<file path="src/rtl/page_qspi_arbiter_pkg.sv">
// Shared constants, types and FSM encoding for the page/QSPI arbiter.
package page_qspi_arbiter_pkg;

  localparam int PAGE_INDEX_ADDRESS_SIZE = 4;
  localparam int PAGE_COUNT              = 2 ** PAGE_INDEX_ADDRESS_SIZE;
  localparam int PAGE_DATA_ADDRESS_SIZE  = 5;
  localparam int BUS_ADDR_W              = 24;
  localparam int WORD_COUNT_W            = 16;

  // Index field position inside the bus address
  localparam int PAGE_IDX_LSB = PAGE_DATA_ADDRESS_SIZE + 2;
  localparam int PAGE_IDX_MSB = PAGE_INDEX_ADDRESS_SIZE + PAGE_DATA_ADDRESS_SIZE + 1;

  // Arbiter FSM encoding
  localparam logic [1:0] ST_IDLE    = 2'b00;
  localparam logic [1:0] ST_GRANT   = 2'b01;
  localparam logic [1:0] ST_RELEASE = 2'b10;

  typedef logic [PAGE_COUNT-1:0]              page_vec_t;
  typedef logic [PAGE_INDEX_ADDRESS_SIZE-1:0] page_idx_t;

  function automatic page_vec_t onehot(input page_idx_t idx);
    return page_vec_t'(1) << idx;
  endfunction

endpackage

</file>
<file path="src/rtl/page_qspi_arbiter_if.sv">
// Bundle between the page array / QSPI device side and the arbiter.
//
// Handshake: a page holds page_requestData or page_storeData high for as long
// as it wants the QSPI port. The arbiter answers with a one-hot
// pageLoading/pageFlushing that mirrors the owner's live request; the page
// drops its request to hand the port back, and must not assume a grant in
// the cycle its request first rises.
interface page_qspi_arbiter_if;
  import page_qspi_arbiter_pkg::*;

  logic                    automaticPaging;
  logic                    automaticPagingChanged;
  logic [BUS_ADDR_W-1:0]   busVirtualAddress;
  page_vec_t               page_requestData;
  page_vec_t               page_storeData;
  logic                    qspi_busy;
  logic                    qspi_wordComplete;
  page_vec_t               pageSelected;
  page_vec_t               pageLoading;
  page_vec_t               pageFlushing;
  logic                    owner_valid;
  page_idx_t               owner_index;
  logic [WORD_COUNT_W-1:0] word_count;
  logic [1:0]              dbg_state;
  page_idx_t               dbg_pointer;

  modport master (
    output automaticPaging, automaticPagingChanged, busVirtualAddress,
           page_requestData, page_storeData, qspi_busy, qspi_wordComplete,
    input  pageSelected, pageLoading, pageFlushing, owner_valid, owner_index,
           word_count, dbg_state, dbg_pointer
  );

  modport slave (
    input  automaticPaging, automaticPagingChanged, busVirtualAddress,
           page_requestData, page_storeData, qspi_busy, qspi_wordComplete,
    output pageSelected, pageLoading, pageFlushing, owner_valid, owner_index,
           word_count, dbg_state, dbg_pointer
  );

endinterface

</file>
<file path="src/rtl/page_qspi_arbiter_rr_priority_select.sv">
// Round-robin picker: first set bit of i_req at or after i_ptr, wrapping.
module page_qspi_arbiter_rr_priority_select
  import page_qspi_arbiter_pkg::*;
(
  input  page_vec_t i_req,
  input  page_idx_t i_ptr,
  output logic      o_found,
  output page_idx_t o_index
);

  page_idx_t w_idx;

  // Walk outward from the pointer; the index width makes the wrap free
  always_comb begin
    o_found = 1'b0;
    o_index = '0;
    w_idx   = '0;
    for (int k = 0; k < PAGE_COUNT; k++) begin
      w_idx = i_ptr + page_idx_t'(k);
      if (!o_found && i_req[w_idx]) begin
        o_found = 1'b1;
        o_index = w_idx;
      end
    end
  end

endmodule

</file>
<file path="src/rtl/page_qspi_arbiter.sv">
// Page/QSPI arbiter: grants the single QSPI port to one page at a time and
// decodes the bus address into a one-hot page select.
// Optional macro PAGE_ARBITER_FLUSH_PRIORITY_EN: pending flushes win over
// loads in IDLE (still round-robin among flushers).
module page_qspi_arbiter
  import page_qspi_arbiter_pkg::*;
(
  input logic                clk,
  input logic                rst,
  page_qspi_arbiter_if.slave bus
);

  logic [1:0]              r_state;
  page_idx_t               r_ptr;
  page_idx_t               r_owner;
  logic                    r_valid;
  logic [WORD_COUNT_W-1:0] r_count;

  page_vec_t w_req;
  logic      w_found;
  page_idx_t w_index;
  logic      w_in_grant;
  logic      w_unused;

  assign w_req      = bus.page_requestData | bus.page_storeData;
  assign w_in_grant = (r_state == ST_GRANT);

  // Mode select does not alter decode; address bits outside the index field are ignored
  assign w_unused = ^{bus.automaticPaging,
                      bus.busVirtualAddress[BUS_ADDR_W-1:PAGE_IDX_MSB+1],
                      bus.busVirtualAddress[PAGE_IDX_LSB-1:0]};

`ifdef PAGE_ARBITER_FLUSH_PRIORITY_EN
  logic      w_flush_found;
  page_idx_t w_flush_index;
  logic      w_all_found;
  page_idx_t w_all_index;

  page_qspi_arbiter_rr_priority_select u_sel_flush (
    .i_req   (bus.page_storeData),
    .i_ptr   (r_ptr),
    .o_found (w_flush_found),
    .o_index (w_flush_index)
  );

  page_qspi_arbiter_rr_priority_select u_sel_all (
    .i_req   (w_req),
    .i_ptr   (r_ptr),
    .o_found (w_all_found),
    .o_index (w_all_index)
  );

  assign w_found = w_flush_found | w_all_found;
  assign w_index = w_flush_found ? w_flush_index : w_all_index;
`else
  page_qspi_arbiter_rr_priority_select u_sel_all (
    .i_req   (w_req),
    .i_ptr   (r_ptr),
    .o_found (w_found),
    .o_index (w_index)
  );
`endif

  assign bus.pageSelected = onehot(bus.busVirtualAddress[PAGE_IDX_MSB:PAGE_IDX_LSB]);

  // Grant type tracks the owner's live request so load<->flush switches keep the port
  assign bus.pageLoading  = (w_in_grant && bus.page_requestData[r_owner]) ? onehot(r_owner) : '0;
  assign bus.pageFlushing = (w_in_grant && bus.page_storeData[r_owner])   ? onehot(r_owner) : '0;

  assign bus.owner_valid = r_valid;
  assign bus.owner_index = r_owner;
  assign bus.word_count  = r_count;
  assign bus.dbg_state   = r_state;
  assign bus.dbg_pointer = r_ptr;

  // Arbitration FSM: IDLE picks, GRANT counts words, RELEASE advances the pointer
  always_ff @(posedge clk or posedge rst) begin
    if (rst) begin
      r_state <= ST_IDLE;
      r_ptr   <= '0;
      r_owner <= '0;
      r_valid <= 1'b0;
      r_count <= '0;
    end else begin
      case (r_state)
        ST_IDLE: begin
          if (w_found && !bus.qspi_busy) begin
            r_owner <= w_index;
            r_valid <= 1'b1;
            r_state <= ST_GRANT;
          end
        end
        ST_GRANT: begin
          if (bus.qspi_wordComplete && (r_count != '1))
            r_count <= r_count + 1'b1;
          if (!w_req[r_owner] || bus.automaticPagingChanged) begin
            r_valid <= 1'b0;
            r_state <= ST_RELEASE;
          end
        end
        ST_RELEASE: begin
          r_ptr   <= r_owner + 1'b1;
          r_count <= '0;
          r_state <= ST_IDLE;
        end
        default: begin
          r_valid <= 1'b0;
          r_state <= ST_IDLE;
        end
      endcase
    end
  end

endmodule

</file>
<file path="src/flat_wrapper.sv">
// flat-port wrapper written by rule: the top's interface ports become plain ports
module page_qspi_arbiter_flat import page_qspi_arbiter_pkg::*;
  (clk, rst, bus_automaticPaging, bus_automaticPagingChanged, bus_busVirtualAddress, bus_page_requestData, bus_page_storeData, bus_qspi_busy, bus_qspi_wordComplete, bus_pageSelected, bus_pageLoading, bus_pageFlushing, bus_owner_valid, bus_owner_index, bus_word_count, bus_dbg_state, bus_dbg_pointer);
  page_qspi_arbiter_if bus_i ();
  input logic clk;
  input logic rst;
  input wire logic [$bits(bus_i.automaticPaging)-1:0] bus_automaticPaging;
  input wire logic [$bits(bus_i.automaticPagingChanged)-1:0] bus_automaticPagingChanged;
  input wire logic [$bits(bus_i.busVirtualAddress)-1:0] bus_busVirtualAddress;
  input wire logic [$bits(bus_i.page_requestData)-1:0] bus_page_requestData;
  input wire logic [$bits(bus_i.page_storeData)-1:0] bus_page_storeData;
  input wire logic [$bits(bus_i.qspi_busy)-1:0] bus_qspi_busy;
  input wire logic [$bits(bus_i.qspi_wordComplete)-1:0] bus_qspi_wordComplete;
  output wire logic [$bits(bus_i.pageSelected)-1:0] bus_pageSelected;
  output wire logic [$bits(bus_i.pageLoading)-1:0] bus_pageLoading;
  output wire logic [$bits(bus_i.pageFlushing)-1:0] bus_pageFlushing;
  output wire logic [$bits(bus_i.owner_valid)-1:0] bus_owner_valid;
  output wire logic [$bits(bus_i.owner_index)-1:0] bus_owner_index;
  output wire logic [$bits(bus_i.word_count)-1:0] bus_word_count;
  output wire logic [$bits(bus_i.dbg_state)-1:0] bus_dbg_state;
  output wire logic [$bits(bus_i.dbg_pointer)-1:0] bus_dbg_pointer;
  assign bus_i.automaticPaging = bus_automaticPaging;
  assign bus_i.automaticPagingChanged = bus_automaticPagingChanged;
  assign bus_i.busVirtualAddress = bus_busVirtualAddress;
  assign bus_i.page_requestData = bus_page_requestData;
  assign bus_i.page_storeData = bus_page_storeData;
  assign bus_i.qspi_busy = bus_qspi_busy;
  assign bus_i.qspi_wordComplete = bus_qspi_wordComplete;
  assign bus_pageSelected = bus_i.pageSelected;
  assign bus_pageLoading = bus_i.pageLoading;
  assign bus_pageFlushing = bus_i.pageFlushing;
  assign bus_owner_valid = bus_i.owner_valid;
  assign bus_owner_index = bus_i.owner_index;
  assign bus_word_count = bus_i.word_count;
  assign bus_dbg_state = bus_i.dbg_state;
  assign bus_dbg_pointer = bus_i.dbg_pointer;
  page_qspi_arbiter u_core (.clk(clk), .rst(rst), .bus(bus_i));
endmodule
</file>
<file path="config.mk">
export PLATFORM = sky130hd
export DESIGN_NAME = page_qspi_arbiter_flat
export DESIGN_NICKNAME = d
export VERILOG_FILES = /design/src/rtl/page_qspi_arbiter_pkg.sv /design/src/rtl/page_qspi_arbiter_if.sv /design/src/rtl/page_qspi_arbiter_rr_priority_select.sv /design/src/rtl/page_qspi_arbiter.sv /design/src/flat_wrapper.sv
export SDC_FILE = /design/constraint.sdc
export NUM_CORES = 1
export LEC_CHECK = 0
export CAP_MARGIN = 0
export CORE_AREA = 2 2 90 126
export DETAILED_ROUTE_END_ITERATION = 16
export DIE_AREA = 0 0 92 128
export PLACE_DENSITY = 0.85
export SLEW_MARGIN = 10
export SYNTH_ARGS = -nofsm -noshare
export SYNTH_HDL_FRONTEND = slang
export SYNTH_SLANG_ARGS = --single-unit
</file>
<file path="constraint.sdc">
create_clock -name clk -period 13.17 [get_ports clk]
set_input_delay 2.634 -clock clk [delete_from_list [all_inputs] [get_ports clk]]
set_output_delay 2.634 -clock clk [all_outputs]
set_load 0.05 [all_outputs]
</file>
[Yosys cells after proc, flatten, opt, wreduce, memory -nomap -nowiden]
Cells that the tools add are included.
Word-level totals
  logic and storage cells: 172
  bits in latches: 0
  bits in read-only memories: 0
  input bits: 62
  memories: 0
  bits in writable memories: 0
  bits in registers: 27
Cells by class
  add/sub/neg operators: 17
  muxes and demuxes: 80
  bitwise operators: 2
  shift operators: 2
  $mul: 0
  equal/unequal tests: 6
  $lt $le $gt $ge: 17
  reductions and logical operators: 43
  div/mod/pow operators: 0
Operators with widths (count)
  $lt A4 B5 Y1 const B: 17
  $bmux W1 S4: 19
  $mux W4: 16
  $mux W16: 3
  $mux W1: 37
  $add A4 B4 Y4 const B: 8
  $pmux W16 S2: 1
  $shl A1 B4 Y16 const A: 2
  $logic_and A1 B1 Y1: 19
  $logic_not A1 Y1: 17
  $add A16 B1 Y16 const B: 1
  $add A4 B3 Y4 const B: 4
  $ne A16 B16 Y1 const B: 1
  $or A16 B16 Y16: 1
  $add A4 B1 Y4 const B: 2
  $add A4 B2 Y4 const B: 2
  $reduce_and A2 Y1: 3
  $mux W2: 2
  $ne A2 B2 Y1 const B: 2
  $pmux W2 S2: 1
  $pmux W1 S3: 1
  $reduce_and A3 Y1: 1
  $eq A2 B1 Y1 const B: 1
  $eq A2 B2 Y1 const B: 1
  other kinds (5): 5

[Longest topological paths before layout]
Gate-level depths: netlist (run 1).
  word-level depth: 52
  depth in mapped cells: 21

[By module]
Synthesis (run 1) repeated with hierarchy kept, for this count alone.
Second synthesis, totals
  cell total of the unflattened synthesis: 547
  area, all modules: 4704.5 µm²
By module, submodules not included
  page_qspi_arbiter_rr_priority_select: instances 1, cells each 280, area each 2472.4 µm², seq. area each 0.0 µm²
  page_qspi_arbiter: instances 1, cells each 267, area each 2232.1 µm², seq. area each 675.6 µm²

[Least setup slack after synthesis (run 1)]
Ideal clock, no wire load.
  kind: input to output
  from: in bus_busVirtualAddress[8]
  to: out bus_pageSelected[0]
  buffers on the path: 0
  stages: 1
  data arrival time: 4.189 ns
  required time: 10.536 ns
  slack: 6.347 ns
  cells stage by stage: nor4_1
On the way
  word-level cells in the longest chain between the ends: 1
Ends and longest elaborated chain
  from (decl): RTL line flat_wrapper.sv:9  | input wire logic [$bits(bus_i.busVirtualAddress)-1:0] bus_busVirtualAddress;
  $shl A1 B4 Y16: RTL line page_qspi_arbiter_pkg.sv:23  | return page_vec_t'(1) << idx;
  to (decl): RTL line flat_wrapper.sv:14  | output wire logic [$bits(bus_i.pageSelected)-1:0] bus_pageSelected;
No other way between the ends.

[Final worst setup path (run 1)]
  from: in bus_page_storeData[7]
  to: out bus_pageFlushing[3]
On the way
  word-level cells in the longest chain between the ends: 4
Ends and longest elaborated chain
  from (decl): RTL line flat_wrapper.sv:11  | input wire logic [$bits(bus_i.page_storeData)-1:0] bus_page_storeData;
  $bmux W1 S4: RTL line page_qspi_arbiter.sv:68  | assign bus.pageFlushing = (w_in_grant && bus.page_storeData[r_owner]) ? onehot(r_owner) : '0;
  $mux W1 (not written as such): RTL line page_qspi_arbiter.sv:68
  $logic_and A1 B1 Y1: RTL line page_qspi_arbiter.sv:68
  $mux W16: RTL line page_qspi_arbiter.sv:68
  to (decl): RTL line flat_wrapper.sv:16  | output wire logic [$bits(bus_i.pageFlushing)-1:0] bus_pageFlushing;
No other way between the ends. The select of a mux whose other input is x is not followed.

==> key figures, run 1 <==
Routing
  – WL met1: 5940 µm
  – Vias: 5404
  – Met3 wire length: 1050 µm
  – Total detailed-routing wirelength: 16300 µm
  – ANT nets after route: 0
  – DRC Markers: 0
  – DRT Pass-1 Iters: 5
  – WL met2: 8200 µm
  – Top Layer Used: met4
  – Initial DRC count: 527
  – DR WL/cell: 19.8 µm
  – Vias per cell: 6.57

Floorplanning
  – Initial Util: 43.6%
  – Core Region: 10700 µm²
  – Total die area: 11800 µm²
  – Chip Height: 128 µm
  – Core Rows: 45
  – I/O pin count: 137
  – Die W: 92 µm

Placed design
  – Port Buffers: 115
  – Hpwl dp: 12700 µm
  – Placer Congestion: 0.984

GRT
  – Gr usage total: 26.7%
  – Gr ovfl total: 0
  – First-pass GRT wire length: 25600 µm
  – Vias in the first global route: 5173
  – Pin count of the biggest net entering global routing: 71
  – Initial antenna violation count: 0

CTS
  – Post-CTS setup buffers: 0
  – Clock slew at reported path FFs: 0.06 ns
  – Post-CTS Resized: 0
  – CTS Sinks: 27
  – TritonCTS buffer count: 3
  – Clock Latency Late Sink: 0.26 ns
  – Root Buffer: clkbuf_16
  – Hold Buf Count CTS: 0
  – Htree depth: 1
  – Deepest clock path buffer count: 2
  – CTS tree: done

STA
  – Fmax: 129 MHz
  – Worst Skew: 0.00529 ns
  – Post-Route Setup TNS: 0 ns
  – Hold Vio Cnt, Final: 0
  – Final Cycle Share: 59.1%
  – RSZ-0062 raised after global routing: false
  – Final Max Tran Viols: 0
  – Setup violations, final: 0
  – Final min period: 7.78 ns
  – Slew headroom: 28.0%
  – Slew @ Worst Pin: 1.08 ns

Yosys
  – Register area share after synthesis: 14.5%
  – Ys flop type: dfrtp_1
  – FF+latch count, synth: 27
  – Ys async rst share: 100%
  – Syn nets: 664
  – Distinct cells, synth: 69
  – Number of synthesized flops with an enable pin: 0
  – Synthesized instance count: 588
  – Post-synthesis cell area: 4660 µm²
  – Mean Syn Cell Area: 7.93 µm²
  – Syn. warnings: 0

Cells and area
  – Final net count: 759
  – Share of layout cells above drive strength 1: 10.9%
  – FF+latch area: 677 µm²
  – # diodes: 0
  – Layout overhead on the synthesized area: 27.7%
  – Fillers: 972
  – Multi-input logic area: 3790 µm²

Critical path
  – Critical path endpoint category: output pin
  – Crit-path cells: clkdlybuf4s50_1 > mux4_2 > o21ai_0 > o21bai_1 > nor2_1 > clkdlybuf4s50_1
  – Worst Reg-to-Reg Cells: 13
  – Worst stage delay on the critical path: 0.72 ns
  – Crit Reg-Reg Startpoint: u_core.bus.dbg_pointer[0]
  – Critical Path Most Common Cell: clkdlybuf4s50_1
  – CP startpoint: bus_page_storeData[7]
  – Kind of critical path: in2out
  – Slowest cell on crit path: clkdlybuf4s50_1
  – CP Max Fanout: 5
  – Crit path arrival time: 5.15 ns
  – Startpoint Class: input port
  – WP data required: 10.54 ns

Run
  – Maxcap violations: 0

Worst hold path
  – Hold path cells: 1
  – Min-delay src: u_core.bus.word_count[6]
  – Worst min path class: reg2reg

Power
  – Power Density: 240 nW/µm²
  – Leak: 0.00213 µW
  – VDD IR-drop max: 149 µV
  – Total power: 1430 µW

Status
  – Status: finished, final reports clean
[stage by stage]
step / setup slack, ns / utilization [%] / cell area [µm²] / hold slack (ns) / std cells
final: 5.39 / 55.7 / 5960 / 0.535 / 823
after global routing: 5.30 / 55.7 / 5960 / 0.555 / 823
after CTS: 5.45 / 55.7 / 5960 / 0.522 / 823
after detailed placement: 5.45 / 54.9 / 5880 / 0.513 / 819
after global placement: 5.50 / 54.9 / 5880 / 0.513 / 819
after floorplan: 6.35 / - / 4660 / 0.757 / 588
[placed cells by master (no fill, tap or decap), types with 6 or more instances in the layout]
master,Yosys,layout
or2_2,14,14
mux2i_1,17,17
mux4_2,39,39
nor3_1,25,25
clkdlybuf4s50_1,0,115
nor4_1,15,15
nand2_1,53,53
inv_1,10,10
a2111oi_0,9,9
nand3_1,20,20
nand4_1,9,9
o211ai_1,10,10
ha_1,14,14
a21oi_1,24,24
o21ai_0,28,28
nor2_1,100,100
dfrtp_1,27,26
nor2b_1,6,6
xnor2_1,7,7
a21o_1,6,6
nand2b_1,13,13
xor2_1,12,12
[per-layer routing]
layer | up-vias | GRT usage [%]
li1 | 2434 | -
met1 | 2589 | 31.3
met2 | 306 | 46.2
met3 | 75 | 1.94
met4 | 0 | 19.1
met5 | - | 0
[sequential cells by signal, indices dropped and copies added (netlist names)]
register,flops
u_core.bus.dbg_state,2
u_core.bus.word_count,16
u_core.bus.dbg_pointer,4
u_core.bus.owner_index,4
u_core.bus.owner_valid,1
[power by group]
part	switching [µW]	internal (µW)
Combinational	775	445
Clock	26.2	41.4
Sequential	42.2	100
[critical path: cells and delay by family]
kind | cells | cell delay [ns]
compound gates | 2 | 0.71
simple gates | 1 | 0.12
mux | 1 | 0.49
buf+inv | 2 | 1.18
[kinds of logic (layout without fill, tap and decap cells)]
group,Yosys count,in the layout,share of synthesized area (%)
multiplexers,60,60,23.5
AND/OR/NAND/NOR,281,281,28.9
adder cells (fa/ha/maj),14,14,3.76
buffers and inverters,44,138,4.29
XOR/XNOR,19,19,3.57
AO/OA/AOI/OAI,143,143,21.6
flip-flops,27,27,14.5
[final timing paths]
kind	endpoint	slack, ns
max	bus_pageFlushing[3]	5.39
min	u_core.bus.word_count[6]	0.54
max reg2reg	u_core.bus.owner_index[2]	7.43
min reg2reg	u_core.bus.word_count[6]	0.54
max in group asynchronous	u_core.bus.dbg_pointer[0]	9.59
min in group asynchronous	u_core.bus.word_count[0]	2.92
[cell type report]
cell class / count / area share (%)
Clock buffer: 4 / 1.32
Inverter: 15 / 0.945
Multi-Input combinational cell: 517 / 63.6
Sequential cell: 27 / 11.4
Tap cell: 141 / 2.96
Timing Repair Buffer: 119 / 19.8
[Yosys cell counts (all sizes together) (5+ instances only)]
cell / n / share of area, %
nor4: 15 / 2.0
xor2: 12 / 2.3
inv: 12 / 0.97
nand3: 20 / 2.1
xnor2: 7 / 1.3
nand2: 53 / 4.3
a21oi: 24 / 2.6
or3: 5 / 0.78
mux2i: 17 / 3.6
nand2b: 13 / 1.7
a21o: 6 / 0.97
o211ai: 10 / 1.6
mux4: 39 / 19
nor3: 27 / 3.1
nor2b: 6 / 0.81
nor2: 100 / 8.0
dfrtp: 27 / 14
clkbuf: 15 / 1.2
o41ai: 7 / 1.6
a22oi: 5 / 0.81
a2111oi: 9 / 1.7
ha: 14 / 3.8
buf: 14 / 1.9
nand4: 9 / 1.2
o21ai: 32 / 3.5
or2: 16 / 2.1
(Power assumes the default switching activity.)
==> run 2: changes to the inputs <==
- PLACE_DENSITY: 0.85 -> 0.88
- clock period: 13.17 -> 6.23 ns (I/O delays scaled with it)
==> run 2 against run 1 <==
Effect of this change: first-iteration DRC count shrank 17%; worst setup slack lost 4.2 ns; register-to-register slack worse by 5.8 ns; largest power group unchanged.
==> key figures, run 2 (synthesized netlist as in run 1, its figures left out) <==
Critical path
  – Crit Reg-Reg Startpoint: u_core.bus.dbg_pointer[0] (unchanged)
  – FF-to-FF setup slack: 1.62 ns (was 7.43 ns)
  – Crit-path cells: clkdlybuf4s50_1 > mux4_2 > o211ai_1 > o21bai_1 > nor2_1 > clkdlybuf4s50_1 (was clkdlybuf4s50_1 > mux4_2 > o21ai_0 > o21bai_1 > nor2_1 > clkdlybuf4s50_1)
  – CP Max Fanout: 5 (unchanged)
  – Crit path arrival time: 3.76 ns (was 5.15 ns)
  – Worst stage delay on the critical path: 0.73 ns (was 0.72 ns)
  – Critical Path Most Common Cell: clkdlybuf4s50_1 (unchanged)
  – Worst Reg-to-Reg Cells: 13 (unchanged)
  – Kind of critical path: in2out (unchanged)
  – WP data required: 4.98 ns (was 10.54 ns)
  – Critical path endpoint category: output pin (unchanged)
  – Slowest cell on crit path: clkdlybuf4s50_1 (unchanged)
  – Worst path depth: 6 (unchanged)
  – Delay-heaviest family, CP: buffers and inverters (unchanged)
  – CP bufs+invs: 2 (unchanged)
  – Startpoint Class: input port (unchanged)
  – RR Endpoint: u_core.bus.owner_index[2] (unchanged)

CTS
  – Htree depth: 1 (unchanged)
  – TritonCTS buffer count: 3 (unchanged)
  – CTS Sinks: 27 (unchanged)
  – Hold Buf Count CTS: 0 (unchanged)
  – Clock slew at reported path FFs: 0.06 ns (about the same)
  – Root Buffer: clkbuf_16 (unchanged)
  – Post-CTS setup buffers: 0 (unchanged)
  – CTS tree: done (unchanged)
  – Deepest clock path buffer count: 2 (unchanged)
  – Clock Latency Late Sink: 0.26 ns (about the same)
  – Post-CTS Resized: 0 (unchanged)

GRT
  – First-pass GRT wire length: 27100 µm (was 25600 µm)
  – Pin count of the biggest net entering global routing: 38 (was 71)
  – Vias in the first global route: 5548 (was 5173)
  – Gr usage total: 28.4% (was 26.7%)
  – Gr ovfl total: 0 (unchanged)
  – Initial antenna violation count: 0 (unchanged)

Run
  – Maxcap violations: 0 (unchanged)

Worst hold path
  – Hold endpoint: u_core.bus.word_count[15] (was u_core.bus.word_count[6])
  – Min-delay src: u_core.bus.word_count[15] (was u_core.bus.word_count[6])
  – Worst min path class: reg2reg (unchanged)
  – Hold path cells: 1 (unchanged)

Routing
  – DRT Pass-1 Iters: 5 (unchanged)
  – DRC Markers: 0 (unchanged)
  – Total detailed-routing wirelength: 17100 µm (was 16300 µm)
  – Vias: 5442 (was 5404)
  – DR WL/cell: 20.5 µm (was 19.8 µm)
  – Vias per cell: 6.56 (was 6.57)
  – ANT nets after route: 0 (unchanged)
  – Initial DRC count: 440 (was 527)

Placed design
  – Pre-CTS setup slack: 1.11 ns (was 5.45 ns)
  – Placer Congestion: 1.01 (was 0.984)
  – Port Buffers: 115 (unchanged)
  – Hpwl dp: 13700 µm (was 12700 µm)

STA
  – RSZ-0062 raised after global routing: false (unchanged)
  – Worst Skew: 0.00234 ns (was 0.00529 ns)
  – Setup ws final: 1.23 ns (was 5.39 ns)
  – Setup violations, final: 0 (unchanged)
  – Post-Route Setup TNS: 0 ns (unchanged)
  – Final Max Tran Viols: 0 (unchanged)
  – Slew @ Worst Pin: 1.12 ns (was 1.08 ns)
  – Final min period: 5.00 ns
  – Fmax: 200 MHz
  – Final Cycle Share: 80.3%
  – Slew headroom: 24.5% (was 28.0%)
  – Hold Vio Cnt, Final: 0 (unchanged)

Floorplanning
  – I/O pin count: 137 (unchanged)
  – Die W: 92 µm (unchanged)
  – Core Rows: 45 (unchanged)
  – Core Region: 10700 µm² (unchanged)
  – Chip Height: 128 µm (unchanged)
  – Initial Util: 43.6% (unchanged)
  – Total die area: 11800 µm² (unchanged)

Cells and area
  – Largest register FFs: 16 (unchanged)
  – # diodes: 0 (unchanged)
  – Share of layout cells above drive strength 1: 11.9% (was 10.9%)
  – Fillers: 978 (was 972)
  – Most frequent cells in the layout: clkdlybuf4s50_1, nor2_1, nand2_1 (unchanged)
  – Layout overhead on the synthesized area: 28.9% (was 27.7%)
  – Final net count: 766 (was 759)
  – Leading cell type in the layout, fill and taps excluded: clkdlybuf4s50_1 (unchanged)
  – Finished Core Util: 56.2% (was 55.7%)

Power
  – Power Density: 507 nW/µm² (was 240 nW/µm²)
  – VDD IR-drop max: 225 µV (was 149 µV)
  – Leak: 0.00217 µW (was 0.00213 µW)

Status
  – Status: finished, final reports clean (unchanged)
==> run 2: cell types whose count changed in the layout (fill, tap and decap cells not counted), sizes merged <==
cell / change
buf: +7
clkbuf: -1
clkinv: +1
==> run 2: worst reg2reg max path, cell delays in order, from the launching register on <==
cell,delay [ns]
dfrtp_2,0.44
buf_4,0.43
ha_1,0.33
xor2_1,0.55
a2111oi_0,0.21
o41ai_1,0.70
o21a_1,0.34
nand4_1,0.22
nor3_2,0.34
buf_4,0.22
nand3_1,0.08
o311ai_0,0.10
a2111oi_0,0.11
or3_1,0.42
==> run 2: layout make-up <==
class                   instances  area [µm²]  area share (%)
flip-flops and latches         27         677            11.3
clock buffers                   3        75.1            1.25
repair buffers                126        1230            20.5
inverters                      15        56.3           0.937
clock inverters                 1        5.00          0.0833
multi-input cells             517        3790            63.0
well taps                     141         176            2.94
==> run 2: worst max path at each step <==
| stage | start | endpoint | slack, ns |
|---|---|---|---|
| after detailed placement | bus_page_storeData[1] | u_core.bus.owner_index[2] | 1.11 |
| after CTS | bus_page_storeData[14] | bus_pageFlushing[10] | 1.25 |
| final | bus_page_storeData[14] | bus_pageFlushing[10] | 1.23 |
| after floorplan | u_core.bus.dbg_pointer[0] | u_core.bus.owner_index[1] | 1.55 |
| after global placement | bus_page_storeData[2] | u_core.bus.owner_index[2] | 1.11 |
| after global routing | bus_page_requestData[2] | u_core.bus.owner_index[3] | 1.01 |
==> run 2: report_power, final <==
part | internal (µW) | switching (µW)
logic | 966 | 1610
clock network | 86.5 | 57.5
registers | 212 | 109
total | 1260 | 1780
==> run 2: metal layers <==
layer  global-route usage (%)  wire length [µm]
met4                     20.3              1170
met2                     52.2              8930
met5                        0                 0
met1                     29.6              5840
met3                     3.59              1110
==> run 2: per-stage QoR <==
stage	power, µW	hold slack (ns)	cells	cell area [µm²]
finish	3050	0.550	830	6010
global route	3240	0.577	830	6010
CTS	2990	0.539	830	6010
detailed placement	2830	0.532	826	5930
global placement	2790	0.508	826	5930
floorplan	2160	0.757	588	4660
